### config.mk
export PLATFORM = sky130hd
export DESIGN_NAME = seg_scan_mux
export DESIGN_NICKNAME = d
export VERILOG_FILES = /design/src/rtl/seg_pkg.sv /design/src/rtl/hex7seg_decode.sv /design/src/rtl/seg_scan_mux.sv
export SDC_FILE = /design/constraint.sdc
export NUM_CORES = 1
export LEC_CHECK = 0
export ABC_AREA = 1
export CORE_UTILIZATION = 41
export CTS_BUF_LIST = sky130_fd_sc_hd__clkbuf_16
export DETAILED_ROUTE_END_ITERATION = 8
export PLACE_DENSITY = 0.79
export REMOVE_ABC_BUFFERS = 1
export SETUP_SLACK_MARGIN = 0.3
export SLEW_MARGIN = 30
export SYNTH_ARGS = -nofsm -noshare
export SYNTH_HDL_FRONTEND = slang
export SYNTH_SLANG_ARGS = --single-unit
export TNS_END_PERCENT = 5
### constraint.sdc
create_clock -name clk -period 2.3 [get_ports clk]
set_input_delay 0.46 -clock clk [delete_from_list [all_inputs] [get_ports clk]]
set_output_delay 0.46 -clock clk [all_outputs]
set_load 0.01 [all_outputs]
### src/rtl/seg_pkg.sv
// seg_pkg: mode encodings and seven-segment constants shared by the scan display engine
package seg_pkg;
  typedef enum logic [1:0] {
    MODE_MANUAL = 2'b00,
    MODE_AUTO   = 2'b01,
    MODE_FREEZE = 2'b10
  } mode_e;
  localparam logic [7:0] SEG_BLANK = 8'h00;
  localparam logic [6:0] HEX_SEG [16] = '{
    7'h3F, 7'h06, 7'h5B, 7'h4F, 7'h66, 7'h6D, 7'h7D, 7'h07,
    7'h7F, 7'h6F, 7'h77, 7'h7C, 7'h39, 7'h5E, 7'h79, 7'h71
  };
endpackage

### src/rtl/hex7seg_decode.sv
// hex7seg_decode: combinational hex nibble to gfedcba segment pattern
module hex7seg_decode
  import seg_pkg::*;
(
  input  logic [3:0] i_nib,
  output logic [6:0] o_seg
);
  assign o_seg = HEX_SEG[i_nib];
endmodule

### src/rtl/seg_scan_mux.sv
// seg_scan_mux: selects one of NUM_CH hex words per frame and scans it onto DIGITS seven-segment digits
module seg_scan_mux
  import seg_pkg::*;
#(
  parameter int NUM_CH      = 8,
  parameter int DIGITS      = 8,
  parameter int SCAN_DIV    = 1024,
  parameter int AUTO_FRAMES = 256,
  localparam int CW = $clog2(NUM_CH)
) (
  input  logic                       clk,
  input  logic                       rst,
  input  logic [NUM_CH*DIGITS*4-1:0] ch_data,
  input  logic [CW-1:0]              sel,
  input  logic [1:0]                 mode,
  input  logic                       blank_lz,
  output logic [7:0]                 seg_out,
  output logic [DIGITS-1:0]          dig_sel,
  output logic [CW-1:0]              cur_ch
);
  localparam int PW = $clog2(SCAN_DIV);
  localparam int DW = $clog2(DIGITS);
  localparam int FW = (AUTO_FRAMES > 1) ? $clog2(AUTO_FRAMES) : 1;
  localparam int WW = DIGITS * 4;
  logic [PW-1:0]     r_pcnt;
  logic [DW-1:0]     r_didx;
  logic [FW-1:0]     r_fcnt;
  logic [1:0]        r_mode;
  logic [CW-1:0]     r_cur_ch;
  logic [WW-1:0]     r_latch;
  logic [7:0]        r_seg;
  logic [DIGITS-1:0] r_dig;
  logic              w_tick, w_frame, w_auto_wrap, w_blank, w_dp;
  logic [CW-1:0]     w_next_ch;
  logic [WW-1:0]     w_word;
  logic [DW-1:0]     w_hi;
  logic [3:0]        w_nib;
  logic [6:0]        w_hex;
  assign w_tick      = r_pcnt == PW'(SCAN_DIV - 1);
  assign w_frame     = w_tick && r_didx == DW'(DIGITS - 1);
  assign w_auto_wrap = r_fcnt == FW'(AUTO_FRAMES - 1);
  // r_mode is the mode that took effect at the last boundary, so a fresh entry into auto never advances
  always_comb begin
    w_next_ch = r_cur_ch;
    if (mode == MODE_MANUAL)
      w_next_ch = (int'(sel) < NUM_CH) ? sel : r_cur_ch;
    else if (mode == MODE_AUTO && r_mode == MODE_AUTO && w_auto_wrap)
      w_next_ch = (r_cur_ch == CW'(NUM_CH - 1)) ? '0 : r_cur_ch + 1'b1;
  end
  assign w_word = ch_data[int'(w_next_ch)*WW +: WW];
  always_comb begin
    w_hi = '0;
    for (int d = 1; d < DIGITS; d++)
      if (r_latch[d*4 +: 4] != 4'h0) w_hi = DW'(d);
  end
  assign w_nib   = r_latch[{r_didx, 2'b00} +: 4];
  assign w_blank = blank_lz && r_didx > w_hi;
  assign w_dp    = r_mode[1] && r_didx == '0;
  hex7seg_decode u_dec (
    .i_nib(w_nib),
    .o_seg(w_hex)
  );
  always_ff @(posedge clk or posedge rst) begin
    if (rst) begin
      r_pcnt   <= '0;
      r_didx   <= '0;
      r_fcnt   <= '0;
      r_mode   <= MODE_MANUAL;
      r_cur_ch <= '0;
      r_latch  <= '0;
      r_seg    <= SEG_BLANK;
      r_dig    <= '0;
    end else begin
      r_pcnt <= w_tick ? '0 : r_pcnt + 1'b1;
      if (w_tick) r_didx <= (r_didx == DW'(DIGITS - 1)) ? '0 : r_didx + 1'b1;
      if (w_frame) begin
        r_mode   <= mode;
        r_cur_ch <= w_next_ch;
        r_fcnt   <= (r_mode != MODE_AUTO || w_auto_wrap) ? '0 : r_fcnt + 1'b1;
        if (!mode[1]) r_latch <= w_word;
      end
      r_dig <= DIGITS'(1) << r_didx;
      r_seg <= w_blank ? SEG_BLANK : {w_dp, w_hex};
    end
  end
  assign seg_out = r_seg;
  assign dig_sel = r_dig;
  assign cur_ch  = r_cur_ch;
endmodule

==> flow_summary.html <==
<table>
<tr><th>Metric</th><th>Value</th></tr>
<tr><th colspan="2">Route</th></tr>
<tr><td>Average via count per standard cell</td><td>~5.1</td></tr>
<tr><td>Number of vias in the routed layout</td><td>around 9k</td></tr>
<tr><td>Post-detailed-route DRC marker count</td><td>0</td></tr>
<tr><td>DRT antenna net count</td><td>0</td></tr>
<tr><td>Drt total wl</td><td>~26 mm</td></tr>
<tr><td>Wire length per cell after detailed routing</td><td>15.0 um</td></tr>
<tr><td>Total iterations of the first detailed-routing run</td><td>5</td></tr>
<tr><td>Starting DRC count in detailed routing</td><td>slightly above 600</td></tr>
<tr><th colspan="2">STA</th></tr>
<tr><td>Pins Over Slew Limit</td><td>0</td></tr>
<tr><td>Final Skew</td><td>between 0.01 and 0.015 ns</td></tr>
<tr><td>Fin worst setup slack</td><td>between 0.1 and 0.15 ns</td></tr>
<tr><td>Shortest clock period the worst path allows after layout</td><td>~2.2 ns</td></tr>
<tr><td>Unrepaired setup endpoints after global routing</td><td>yes</td></tr>
<tr><td>Fmax achieved</td><td>457 MHz</td></tr>
<tr><td>Tightest Pin Transition</td><td>about 0.48 ns</td></tr>
<tr><td>Final setup fails</td><td>0</td></tr>
<tr><td>Hold violation total from the final report</td><td>0</td></tr>
<tr><td>Worst-case headroom to the max-slew limit</td><td>~68%</td></tr>
<tr><td>Ratio of final minimum period to clock period</td><td>between 90% and 100%</td></tr>
<tr><th colspan="2">Power and ir drop</th></tr>
<tr><td>Max VDD drop</td><td>between 0.5 and 0.6 mV</td></tr>
<tr><td>Switching portion of total power</td><td>roughly 27%</td></tr>
<tr><td>Fraction of power consumed by combinational cells</td><td>31.3%</td></tr>
<tr><td>Clock network power share</td><td>between 30% and 40%</td></tr>
<tr><td>Net Switching</td><td>about 1.3 mW</td></tr>
<tr><td>Relative contribution of sequential cells to total power</td><td>about 31%</td></tr>
<tr><td>Power density cells</td><td>a little over 400 mW/mm2</td></tr>
<tr><td>Pint</td><td>~3.4 mW</td></tr>
<tr><td>Overall power</td><td>about 4.6 mW</td></tr>
<tr><td>P_leak</td><td>just under 6 nW</td></tr>
<tr><th colspan="2">Critical path</th></tr>
<tr><td>Endpoint kind of the worst setup timing path</td><td>flop</td></tr>
<tr><td>Worst-path maximum fanout</td><td>17</td></tr>
<tr><td>Setup Crit Path Kind</td><td>primary input to flop</td></tr>
<tr><td>CP startpoint kind</td><td>primary input</td></tr>
<tr><td>Required time of the critical path</td><td>~2.5 ns</td></tr>
<tr><td>CP arrival</td><td>around 2.4 ns</td></tr>
<tr><th colspan="2">Global routing</th></tr>
<tr><td>Overall global routing resource usage</td><td>~28%</td></tr>
<tr><td>Global-route wire length before repair</td><td>roughly 40 mm</td></tr>
<tr><td>Pin count of the biggest net entering global routing</td><td>87</td></tr>
<tr><td>Vias in the first global route</td><td>between 8k and 9k</td></tr>
<tr><td>Number of antenna violations at the first check in global routing</td><td>1</td></tr>
<tr><td>Global route overflow</td><td>0</td></tr>
<tr><th colspan="2">Floorplan</th></tr>
<tr><td>Placeable core area</td><td>between 0.015 and 0.02 mm2</td></tr>
<tr><td>Initial core utilization</td><td>roughly two fifths</td></tr>
<tr><td>Die span in x</td><td>~130 um</td></tr>
<tr><td>Overall die height</td><td>134 um</td></tr>
<tr><td>Ports placed on the boundary</td><td>between 200 and 300</td></tr>
<tr><td>Die Area</td><td>0.0181 mm2</td></tr>
<tr><td>Row count</td><td>48</td></tr>
<tr><th colspan="2">Place</th></tr>
<tr><td>Number of input and output port buffers inserted</td><td>roughly 280</td></tr>
<tr><td>Hpwl dp</td><td>approximately 18 mm</td></tr>
<tr><td>Placed cell areas</td><td>roughly 0.010 mm2</td></tr>
<tr><td>Setup slack at placement</td><td>-0.255 ns</td></tr>
<tr><td>Placer Congestion</td><td>between 0.9 and 1</td></tr>
<tr><th colspan="2">Synthesis</th></tr>
<tr><td>Simple-gate portion of the synthesized area</td><td>around 45%</td></tr>
<tr><td>Flops &amp; latches, synth</td><td>74</td></tr>
<tr><td>Synthesized area per cell</td><td>between 5 and 6 um2</td></tr>
<tr><td>Synthesized-area fraction occupied by xor and xnor cells</td><td>less than 1%</td></tr>
<tr><td>Post-synthesis sequential area ratio</td><td>between 20 and 30%</td></tr>
<tr><td>Fraction of the mapped netlist area in compound gates</td><td>5.15%</td></tr>
<tr><td>Instance count of the mapped netlist</td><td>1207</td></tr>
<tr><td>Post-synthesis adder-cell area fraction</td><td>around 3.1%</td></tr>
<tr><td>Largest family of logic cells by synthesized area</td><td>simple AND/OR/NAND/NOR gates</td></tr>
<tr><td>Mux cell area share after synthesis</td><td>0%</td></tr>
<tr><td>Number of warning messages in the yosys log</td><td>0</td></tr>
<tr><td>Count of cell types in the netlist</td><td>36</td></tr>
<tr><td>Mapped cell area</td><td>~0.0072 mm2</td></tr>
<tr><th colspan="2">Clock tree</th></tr>
<tr><td>H-tree depth</td><td>3</td></tr>
<tr><td>Clock input transition at the sequential cells of the worst setup and hold paths</td><td>approximately 0.060 ns</td></tr>
<tr><td>Cell at the root of the clock tree</td><td>sky130_fd_sc_hd__clkbuf_16</td></tr>
<tr><td>Source-to-sink clock delay at the later pin of the worst-skew pair</td><td>~0.34 ns</td></tr>
<tr><td>Number of CTS-inserted buffers</td><td>9</td></tr>
<tr><td>TritonCTS clock tree</td><td>built</td></tr>
<tr><td>Post-CTS Hold Buffers</td><td>0</td></tr>
<tr><td>Clock tree buffer depth</td><td>2</td></tr>
<tr><td>Total clock sinks</td><td>74</td></tr>
<tr><th colspan="2">Final layout</th></tr>
<tr><td>Area grow syn2layout</td><td>58.5%</td></tr>
<tr><td>Commonest cells after routing, fill and taps aside</td><td>sky130_fd_sc_hd__nand3_1 (317), sky130_fd_sc_hd__clkdlybuf4s50_1 (281), sky130_fd_sc_hd__inv_1 (267)</td></tr>
<tr><td>Number of nets at the end of the flow</td><td>around 1.8k</td></tr>
<tr><td>Util after Layout</td><td>between 60 and 70%</td></tr>
<tr><td>Commonest non-fill, non-tap cell in the layout</td><td>sky130_fd_sc_hd__nand3_1</td></tr>
<tr><td>Post-route design area</td><td>between 0.01 and 0.015 mm2</td></tr>
<tr><td>Fill cell count</td><td>about 1.5k</td></tr>
<tr><td>Share of layout cells above drive strength 1</td><td>11.4%</td></tr>
<tr><th colspan="2">Min path</th></tr>
<tr><td>Worst min-delay path category</td><td>primary input to asynchronous set/reset pin</td></tr>
<tr><th colspan="2">Run status</th></tr>
<tr><td>Run status</td><td>completed</td></tr>
<tr><th colspan="2">Run</th></tr>
<tr><td>Max cap viols</td><td>0</td></tr>
</table>
-- power groups by stage --
stage,Combinational (mW),Sequential (mW),Clock [mW]
floorplan,0.575,1.45,0
global placement,1.30,1.45,0
detailed placement,1.32,1.45,0
CTS,1.36,1.43,1.75
global route,1.59,1.45,1.81
finish,1.44,1.44,1.73
-- Yosys cell counts --
| library cell | number | area [um2] |
|---|---|---|
| sky130_fd_sc_hd__inv_1 | 272 | 1020 |
| sky130_fd_sc_hd__nand4_1 | 5 | 31.3 |
| sky130_fd_sc_hd__o21ai_2 | 1 | 8.76 |
| sky130_fd_sc_hd__nor3b_1 | 1 | 7.51 |
| sky130_fd_sc_hd__o21ai_1 | 2 | 10.0 |
| sky130_fd_sc_hd__a22o_1 | 2 | 17.5 |
| sky130_fd_sc_hd__nor4_1 | 7 | 43.8 |
| sky130_fd_sc_hd__nand2_4 | 1 | 11.3 |
| sky130_fd_sc_hd__ha_1 | 18 | 225 |
| sky130_fd_sc_hd__clkbuf_1 | 14 | 52.6 |
| sky130_fd_sc_hd__xor2_1 | 3 | 26.3 |
| sky130_fd_sc_hd__nand3_2 | 2 | 20.0 |
| sky130_fd_sc_hd__buf_6 | 4 | 45.0 |
| sky130_fd_sc_hd__buf_4 | 18 | 135 |
| sky130_fd_sc_hd__nor2_2 | 5 | 31.3 |
| sky130_fd_sc_hd__nor2_1 | 36 | 135 |
| sky130_fd_sc_hd__nand2_2 | 1 | 6.26 |
| sky130_fd_sc_hd__o211ai_1 | 3 | 22.5 |
| sky130_fd_sc_hd__buf_2 | 33 | 165 |
| sky130_fd_sc_hd__o41ai_1 | 1 | 8.76 |
| sky130_fd_sc_hd__dfrtp_1 | 74 | 1850 |
| sky130_fd_sc_hd__nand3_1 | 334 | 1670 |
| sky130_fd_sc_hd__nand2_1 | 259 | 972 |
| sky130_fd_sc_hd__or2_2 | 2 | 12.5 |
| sky130_fd_sc_hd__nor3_1 | 5 | 25.0 |
| sky130_fd_sc_hd__nand4_2 | 1 | 12.5 |
| sky130_fd_sc_hd__a211oi_1 | 1 | 7.51 |
| sky130_fd_sc_hd__nor3_4 | 1 | 16.3 |
| sky130_fd_sc_hd__o21ai_0 | 31 | 155 |
| sky130_fd_sc_hd__buf_1 | 5 | 18.8 |
| sky130_fd_sc_hd__nand3b_1 | 32 | 240 |
| sky130_fd_sc_hd__o22ai_1 | 4 | 25.0 |
| sky130_fd_sc_hd__and2b_1 | 1 | 7.51 |
| sky130_fd_sc_hd__inv_2 | 3 | 11.3 |
| sky130_fd_sc_hd__a21oi_1 | 23 | 115 |
| sky130_fd_sc_hd__nor2_4 | 2 | 22.5 |
-- repair_timing --
item                                    4_1_cts  5_1_grt
pin swaps                                     1       38
gates resized for setup                      11       90
gates cloned                                  3        2
buffers inserted                              2        4
endpoints found under the setup margin       43       51
-- worst max-delay path: stages --
cell,delay [ns]
sky130_fd_sc_hd__clkdlybuf4s50_1,0.50
sky130_fd_sc_hd__nand2_1,0.09
sky130_fd_sc_hd__nor2_2,0.15
sky130_fd_sc_hd__nand3_2,0.13
sky130_fd_sc_hd__o211ai_1,0.31
sky130_fd_sc_hd__o21ai_4,0.13
sky130_fd_sc_hd__inv_1,0.18
sky130_fd_sc_hd__buf_12,0.18
sky130_fd_sc_hd__nand3_1,0.08
sky130_fd_sc_hd__nand3_1,0.11
sky130_fd_sc_hd__nand2_1,0.07
-- flip-flops by register name, summed over array words and instances (netlist names) --
register	cells
cur_ch	3
seg_out	8
r_latch	32
r_mode	2
r_pcnt	10
dig_sel	8
r_didx	3
r_fcnt	8
-- routing by layer --
layer	global-route usage, %	vias up	part of all wire [%]
met5	0	-	0
met1	32.5	4040	39
met3	4.99	74	6.0
met4	12.5	0	3.7
met2	50.1	379	51
li1	-	4342	-
-- worst paths after layout --
check / cells after the start / to / start / slack (ns)
hold / removal: 2 / r_fcnt[6] / rst / 0.47
max in group asynchronous: 3 / r_latch[12] / rst / 1.30
min in group clk: 2 / r_latch[2] / r_latch[2] / 0.50
setup reg to reg: 12 / seg_out[4] / r_latch[17] / 0.12
setup / recovery: 11 / r_latch[28] / mode[0] / 0.11
hold reg to reg: 2 / r_latch[2] / r_latch[2] / 0.50
-- cells by family after synthesis --
logic type                 Yosys count
buffers and inverters              349
DFF                                 74
xor gates and xnor gates             3
and+or+nand+nor                    695
adders and majority gates           18
AOI/OAI and AO/OA                   68
-- cell type report --
| class | instances | area [um2] | area share (%) |
|---|---|---|---|
| Antenna cell | 1 | 2.50 | 0.0220 |
| Clock buffer | 9 | 225 | 1.98 |
| Clock inverter | 7 | 139 | 1.22 |
| Inverter | 275 | 1040 | 9.11 |
| Multi-Input combinational cell | 784 | 4240 | 37.2 |
| Sequential cell | 74 | 1850 | 16.3 |
| Tap cell | 225 | 282 | 2.47 |
| Timing Repair Buffer | 343 | 3610 | 31.7 |
-- per-stage QoR --
stage,hold slack (ns),std cells,TNS [ns]
floorplan,0.449,1133,-157.13
global placement,0.468,1690,-4.21
detailed placement,0.485,1690,-5.99
CTS,0.472,1711,0
global route,0.505,1718,-0.0227
finish,0.467,1718,0
Power figures use the tool's default switching activity.
